**config.mk**
```make
export PLATFORM = sky130hd
export DESIGN_NAME = tinyalu_param_flat
export DESIGN_NICKNAME = d
export VERILOG_FILES = /design/src/rtl/tinyalu_param_if.sv /design/src/rtl/tinyalu_param.sv /design/src/flat_wrapper.sv
export SDC_FILE = /design/constraint.sdc
export NUM_CORES = 1
export LEC_CHECK = 0
export CAP_MARGIN = 10
export CORE_MARGIN = 3
export CORE_UTILIZATION = 55
export DETAILED_ROUTE_END_ITERATION = 6
export PLACE_DENSITY_LB_ADDON = 0.1
export SLEW_MARGIN = 20
export SYNTH_ARGS = -nofsm -noshare
export SYNTH_HDL_FRONTEND = slang
export SYNTH_SLANG_ARGS = --single-unit
```
**constraint.sdc**
```tcl
create_clock -name clk -period 6.5 [get_ports clk]
set_input_delay 0.65 -clock clk [delete_from_list [all_inputs] [get_ports clk]]
set_output_delay 0.65 -clock clk [all_outputs]
set_load 0.02 [all_outputs]
```
**src/rtl/tinyalu_param_if.sv**
```systemverilog
// Operation bus of the parametrised tiny ALU: request (start/A/B/op) from the host,
// status and result (busy/done/err/result) back from the unit.
interface tinyalu_param_if #(
    parameter int WIDTH = 8
);
    logic                 start;
    logic [WIDTH-1:0]     A;
    logic [WIDTH-1:0]     B;
    logic [2:0]           op;
    logic                 busy;
    logic                 done;
    logic                 err;
    logic [2*WIDTH-1:0]   result;

    modport master (
        output start, A, B, op,
        input  busy, done, err, result
    );

    modport slave (
        input  start, A, B, op,
        output busy, done, err, result
    );
endinterface

```
**src/rtl/tinyalu_param.sv**
```systemverilog
// Single-issue start/done ALU: WIDTH-bit unsigned operands, 2*WIDTH-bit result,
// one-cycle ADD/AND/XOR/SUB/NOP/illegal and MUL_LAT-cycle multiply with back-to-back issue.
module tinyalu_param #(
    parameter int WIDTH   = 8,
    parameter int MUL_LAT = 3
) (
    input  logic           clk,
    input  logic           reset_n,
    tinyalu_param_if.slave bus
);
    localparam int RW    = 2 * WIDTH;
    localparam int CNT_W = (MUL_LAT > 2) ? $clog2(MUL_LAT - 1) : 1;
    // WAIT is entered on the accept edge, so it spans MUL_LAT-1 edges; the last one sees this count.
    localparam logic [CNT_W-1:0] CNT_LAST = CNT_W'((MUL_LAT > 1) ? MUL_LAT - 2 : 0);

    localparam logic [2:0] OP_NOP = 3'b000;
    localparam logic [2:0] OP_ADD = 3'b001;
    localparam logic [2:0] OP_AND = 3'b010;
    localparam logic [2:0] OP_XOR = 3'b011;
    localparam logic [2:0] OP_MUL = 3'b100;
    localparam logic [2:0] OP_SUB = 3'b101;

    typedef enum logic [1:0] {
        IDLE = 2'd0,
        WAIT = 2'd1,
        DONE = 2'd2
    } state_t;

    state_t           state_q;
    state_t           state_d;
    logic             accept;
    logic [CNT_W-1:0] cnt_q;
    logic [WIDTH-1:0] a_q;
    logic [WIDTH-1:0] b_q;
    logic [2:0]       op_q;

    function automatic logic [RW-1:0] alu(input logic [2:0] op,
                                          input logic [WIDTH-1:0] a,
                                          input logic [WIDTH-1:0] b);
        logic [RW-1:0] ax;
        logic [RW-1:0] bx;
        ax = RW'(a);
        bx = RW'(b);
        case (op)
            OP_ADD:  return ax + bx;
            OP_AND:  return ax & bx;
            OP_XOR:  return ax ^ bx;
            OP_MUL:  return ax * bx;
            OP_SUB:  return ax - bx;
            default: return '0;
        endcase
    endfunction

    // NOTE: every signal driven here gets a default first, so no latch can be inferred.
    always_comb begin
        state_d = state_q;
        accept  = 1'b0;
        case (state_q)
            IDLE, DONE: begin
                accept = bus.start;
                if (!bus.start)
                    state_d = IDLE;
                else if (bus.op == OP_MUL && MUL_LAT > 1)
                    state_d = WAIT;
                else
                    state_d = DONE;
            end
            WAIT: begin
                if (cnt_q == CNT_LAST)
                    state_d = DONE;
            end
            default: state_d = IDLE;
        endcase
    end

    // NOTE: sequential state uses non-blocking assignments so every flop samples pre-edge values.
    always_ff @(posedge clk or negedge reset_n) begin
        if (!reset_n)
            state_q <= IDLE;
        else
            state_q <= state_d;
    end

    // NOTE: the operand registers are reset as well, so the decoded outputs are never X.
    always_ff @(posedge clk or negedge reset_n) begin
        if (!reset_n) begin
            a_q   <= '0;
            b_q   <= '0;
            op_q  <= OP_NOP;
            cnt_q <= '0;
        end else if (accept) begin
            a_q   <= bus.A;
            b_q   <= bus.B;
            op_q  <= bus.op;
            cnt_q <= '0;
        end else if (state_q == WAIT) begin
            cnt_q <= cnt_q + 1'b1;
        end
    end

    // Outputs depend only on registered state and captured operands, never on live inputs.
    always_comb begin
        bus.busy   = (state_q == WAIT);
        bus.done   = (state_q == DONE);
        bus.err    = (state_q == DONE) && op_q[2] && op_q[1];
        bus.result = (state_q == DONE) ? alu(op_q, a_q, b_q) : '0;
    end
endmodule
```
**src/flat_wrapper.sv**
```systemverilog
// flat-port wrapper written by rule: the top's interface ports become plain ports
module tinyalu_param_flat 
#(
    parameter int WIDTH   = 8,
    parameter int MUL_LAT = 3
)
  (clk, reset_n, bus_start, bus_A, bus_B, bus_op, bus_busy, bus_done, bus_err, bus_result);
  tinyalu_param_if #(.WIDTH(WIDTH)) bus_i ();
  input  logic clk;
  input  logic reset_n;
  input wire logic [$bits(bus_i.start)-1:0] bus_start;
  input wire logic [$bits(bus_i.A)-1:0] bus_A;
  input wire logic [$bits(bus_i.B)-1:0] bus_B;
  input wire logic [$bits(bus_i.op)-1:0] bus_op;
  output wire logic [$bits(bus_i.busy)-1:0] bus_busy;
  output wire logic [$bits(bus_i.done)-1:0] bus_done;
  output wire logic [$bits(bus_i.err)-1:0] bus_err;
  output wire logic [$bits(bus_i.result)-1:0] bus_result;
  assign bus_i.start = bus_start;
  assign bus_i.A = bus_A;
  assign bus_i.B = bus_B;
  assign bus_i.op = bus_op;
  assign bus_busy = bus_i.busy;
  assign bus_done = bus_i.done;
  assign bus_err = bus_i.err;
  assign bus_result = bus_i.result;
  tinyalu_param #(.WIDTH(WIDTH), .MUL_LAT(MUL_LAT)) u_core (.clk(clk), .reset_n(reset_n), .bus(bus_i));
endmodule
```
======== After elaboration in Yosys (flattened, before gate mapping) ========
Cells that the tools add are included.
storage, ports and cells
  flip-flop bits (word level) ............. 22
  latch bits .............................. 0
  bits in writable memories ............... 0
  memory bits (read-only) ................. 0
  input bits .............................. 22
  output and inout port bits .............. 19
  word-level logic and storage cells ...... 34
  memories kept ........................... 0
operators by class
  $add $sub $neg .......................... 3
  multipliers ............................. 1
  div/mod/pow operators ................... 0
  magnitude comparators ................... 0
  equal/unequal tests ..................... 9
  shift-type cells ........................ 0
  mux-type cells .......................... 9
  bitwise operators ....................... 2
  reduce and logical (&&, ||, !) cells .... 5
operators with widths
  operator             count
  $pmux 16 s5          1
  $mul 8x8->16         1
  $mux 16              1
  $add 8x8->9          1
  $eq 3x3->1 const B   3
  $sub 8x8->9          1
  $and 8x8->8          1
  $xor 8x8->8          1
  $eq 3x2->1 const B   2
  $mux 2               3
  $pmux 2 s2           1
  $eq 3x1->1 const B   1
  $mux 1               3
  $eq 2x1->1 const B   1
  $eq 2x2->1 const B   1
  $logic_and 1x1->1    2
  $logic_not 2->1      1
  $ne 2x1->1 const B   1
  $reduce_bool 2->1    1
  $reduce_or 2->1      1
  $add 1x1->1 const B  1

======== Longest topological paths before layout ========
  word-level depth ........................ 4
  mapped depth ............................ 17

======== Worst setup path before layout ========
No wires, ideal clock.
  kind .................................... flip-flop to output port
  from .................................... reg u_core.a_q[1]
  to ...................................... out bus_result[14]
  arrival ................................. 4.232 ns
  required time ........................... 5.850 ns
  setup slack ............................. 1.618 ns
  cell stages (with the launch flop) ...... 16
  path buffers ............................ 0
  path through ............................ dfrtp_1 -> nand2_1 -> fa_1 -> fa_1 -> inv_1 -> fa_1 -> inv_1 -> fa_1 -> inv_1 -> ha_1 -> nor4_1 -> o21ai_1 -> a41oi_1 -> o21ai_1 -> xnor2_1 -> o21ai_1
on the way
  cells in the longest elaborated chain, start to end .. 3
ends and longest elaborated chain
  item                                                line                                      text
  start: declaration                                  tinyalu_param.sv:33                       logic [WIDTH-1:0] a_q;
  start signal: assignment                            tinyalu_param.sv:92                       a_q <= bus.A;
  $mul 8x8->16 / $sub 8x8->9 (equally long branches)  tinyalu_param.sv:48, tinyalu_param.sv:49
  $pmux 16 s5 *                                       tinyalu_param.sv:44                       case (op)
  $mux 16 *                                           tinyalu_param.sv:106                      bus.result = (state_q == DONE) ? alu(op_q, a_q, b_q) : '0;
  end: declaration                                    flat_wrapper.sv:18                        output wire logic [$bits(bus_i.result)-1:0] bus_result;
Mark *: on every way between the ends. The rest lies on a longest branch, timed or not.

======== Worst setup path in the final report ========
  from .................................... reg u_core.a_q[4]
  to ...................................... out bus_result[13]
The elaborated chain is that of the path after synthesis.

==> results.py <==
metrics = {
    "logic_synthesis": {
        "syn_area_um2": 3990,
        "yosysSeqAreaShare": 0.138,
        "synth_edf_count": 0,
        "synth-main-ff-cell": "dfrtp_1",
        "yosys.area_share.simple": 0.224,
        "ys_types": 63,
        "async_flop_share": 1.00,
        "synth_xor_area_frac": 0.0285,
        "synth_top_family_by_area": "adder cells",
        "synth-compound-area-share": 0.161,
        "ys_warn_count": 0,
        "synth.area.mux_share": 0.0176,
        "synth_nets": 596,
        "ys_ff_latch": 22,
        "yosys.area_share.adder": 0.354,
        "syn_avg_cell_area_um2": 8.25,
        "synthCells": 484,
    },
    "clock_network": {
        "tritoncts": "built",
        "cts_buffers": 3,
        "insertion_delay_ps": 250,
        "cts_root_buffer": "clkbuf_8",
        "postCtsSetupBuffers": 0,
        "postCtsHoldBufs": 0,
        "path_clk_slew_ps": 70,
        "cts_buffer_depth": 2,
        "cts_resized": 0,
        "cts-htree-levels": 1,
        "cts_num_sinks": 22,
    },
    "sta": {
        "post-route-min-period_ps": 5920,
        "tns_ps": 0,
        "hold_viol": 0,
        "maxSlewViolCount": 0,
        "fin_crit_sh": 0.911,
        "rsz0062_at_grt": "false",
        "clock.fmax_ghz": 0.169,
        "relSlewSlack": 0.364,
        "fin_ws_ps": 576,
        "tightestPinTransition_ps": 952,
        "finClkSkew_ps": 1.38,
        "setup-violations-final": 0,
    },
    "place": {
        "place_congestion": 0.944,
        "portBuffers": 40,
        "dp_hpwl_um": 7830,
        "place_ws_ps": 886,
    },
    "die": {
        "core_um2": 6910,
        "rows": 30,
        "io_pins": 41,
        "die_h_um": 91.2,
        "initial_utilization": 0.578,
        "die_area_um2": 8310,
        "die_width_um": 91.2,
    },
    "route": {
        "wl_per_cell_um": 15.4,
        "drt-initial-drc-count": 153,
        "ant_nets": 0,
        "wl_met2_um": 4440,
        "wirelength_met1_um": 4320,
        "remaining_drc_errors": 0,
        "wl_met3_um": 421,
        "first_pass_iters": 5,
        "vias_per_cell": 5.65,
        "drt-total-wl_um": 9440,
        "dr_total_vias": 3451,
        "highest_layer": "met4",
    },
    "power": {
        "p_leak_nw": 2.21,
        "powerDensity_nw_per_um2": 280,
        "ir_worst_vdd_mv": 0.204,
    },
    "finish": {
        "fin_nets": 629,
        "syn2layout_area_growth_pct": 12.4,
        "post-route-util": 0.650,
        "drive_gt1_frac": 0.0272,
        "antenna_cells": 0,
    },
    "global_routing": {
        "antenna_found_initial": 0,
        "grt_max_degree": 29,
        "first_global_vias": 3191,
        "gr-usage-all-layers": 0.230,
        "overflow": 0,
        "grt_pass1_wl_um": 15700,
    },
    "hold_path": {
        "worstHoldPathCells": 1,
        "hold_class": "reg2reg",
    },
    "setup_path": {
        "crit_type": "reg2out",
        "cp_top_family": "adder cells",
        "path_cells": "ha_1 > fa_1 > fa_1 > fa_1 > inv_1 > fa_1 > inv_1 > ha_1 > o21ai_0 > nand2b_1 > a31oi_1 > o21ai_1 > xnor2_1 > o21ai_1 > clkdlybuf4s50_1",
        "cp_slowest_cell": "clkdlybuf4s50_1",
        "start_kind": "register",
        "crit_buf_inv": 3,
        "end_kind": "primary output",
        "cp_common_cell": "fa_1",
        "cp_max_fo": 10,
        "slowest_delay_ps": 610,
        "ff2ff_path_depth": 3,
        "path_depth": 15,
        "critPathRequiredTime_ps": 5850,
        "crit_arrival_ps": 5270,
    },
    "flow_run": {
        "max-cap-violations": 0,
    },
    "status": {
        "status": "complete, no violations",
    },
}
-- cells in the final DEF (no fill, tap or decap), types with 3 or more instances in the layout --
cell type	instances
a21oi_1	23
ha_1	52
nand2b_1	7
nor2_1	27
a22oi_1	4
a21o_1	5
o21bai_1	3
a31oi_1	6
clkbuf_8	3
and3_1	5
nor3b_1	3
nor2b_1	5
nand2_1	64
mux2i_1	7
o21ai_0	14
clkdlybuf4s50_1	40
nor3_1	7
a211oi_1	5
fa_1	38
o21ai_1	17
xor2_1	7
xnor2_1	6
dfrtp_1	22
inv_1	61
and2_1	41
-- report_power, final --
part | switching (mW) | total, mW | internal, mW
Clock | 0.0384 | 0.0796 | 0.0412
Combinational | 0.561 | 0.969 | 0.408
Sequential | 0.0515 | 0.206 | 0.155
-- worst register-to-register path: stages, from the launching register on --
cell	delay (ps)
dfrtp_1	410
nand2b_1	380
nand3_1	180
o21ai_0	80
-- logic make-up (layout without fill, tap and decap cells) --
logic type,after synthesis,after routing
multiplexers,7,7
AND/OR/NAND/NOR,176,176
AO/OA/AOI/OAI,100,100
buffers and inverters,76,107
adder cells (fa/ha/maj),90,90
flip-flops,22,22
XOR/XNOR,13,13
-- Yosys cell counts (all sizes together), types with 2 or more instances --
library cell | number | area share
a211oi | 5 | 0.0094
a22oi | 4 | 0.0075
dfrtp | 22 | 0.14
o22ai | 2 | 0.0031
o211ai | 2 | 0.0050
o22a | 2 | 0.0044
o21bai | 3 | 0.0056
mux2i | 7 | 0.018
buf | 8 | 0.014
nand3 | 2 | 0.0025
and2 | 41 | 0.064
fa | 38 | 0.19
nor3 | 7 | 0.0088
xnor2 | 6 | 0.013
nand2b | 9 | 0.018
inv | 62 | 0.058
nor2b | 6 | 0.010
xor2 | 7 | 0.015
ha | 52 | 0.16
nor4 | 2 | 0.0031
o32ai | 2 | 0.0044
a21o | 5 | 0.0094
or4 | 2 | 0.0047
nor3b | 3 | 0.0056
a21oi | 24 | 0.031
nand2 | 64 | 0.060
and3 | 5 | 0.0078
nor2 | 28 | 0.027
or2 | 4 | 0.0063
o21ai | 31 | 0.039
a31oi | 6 | 0.0094
clkbuf | 5 | 0.0047
-- final cells by class --
class                   instances  area [µm²]
multi-input cells             386        3130
clock buffers                   3        41.3
fillers                       589        2420
repair buffers                 41         408
flip-flops and latches         22         551
inverters                      63         236
well taps                      96         120
-- layer usage --
layer / GRT usage / up-vias
li1: - / 1674
met1: 0.329 / 1665
met2: 0.376 / 98
met3: 0.0157 / 14
met4: 0.0666 / 0
met5: 0 / -
-- stage by stage --
step           area, µm²  instances  power [mW]  hold slack (ps)
2_1_floorplan       3990        484       0.934              354
3_3_place_gp        4450        608        1.15              499
3_5_place_dp        4450        608        1.17              512
4_1_cts             4490        611        1.26              523
5_1_grt             4490        611        1.41              542
6_report            4490        611        1.25              518
-- sequential cells by signal, summed over array words and instances (netlist names) --
signal	flops
u_core.a_q	8
u_core.b_q	8
u_core.op_q	3
u_core.state_q	2
u_core.cnt_q	1
-- final timing paths --
check	from	slack, ps	to
setup / recovery	u_core.a_q[4]$_DFFE_PN0P_	580	bus_result[13]
hold / removal	u_core.cnt_q$_DFFE_PN0P_	520	u_core.cnt_q$_DFFE_PN0P_
setup reg to reg	u_core.state_q[0]$_DFFE_PN0P_	5330	u_core.cnt_q$_DFFE_PN0P_
hold reg to reg	u_core.cnt_q$_DFFE_PN0P_	520	u_core.cnt_q$_DFFE_PN0P_
max in group asynchronous	reset_n	5000	u_core.a_q[7]$_DFFE_PN0P_
min in group asynchronous	reset_n	930	u_core.state_q[1]$_DFFE_PN0P_
No activity file was read; power rests on OpenSTA's default activity.
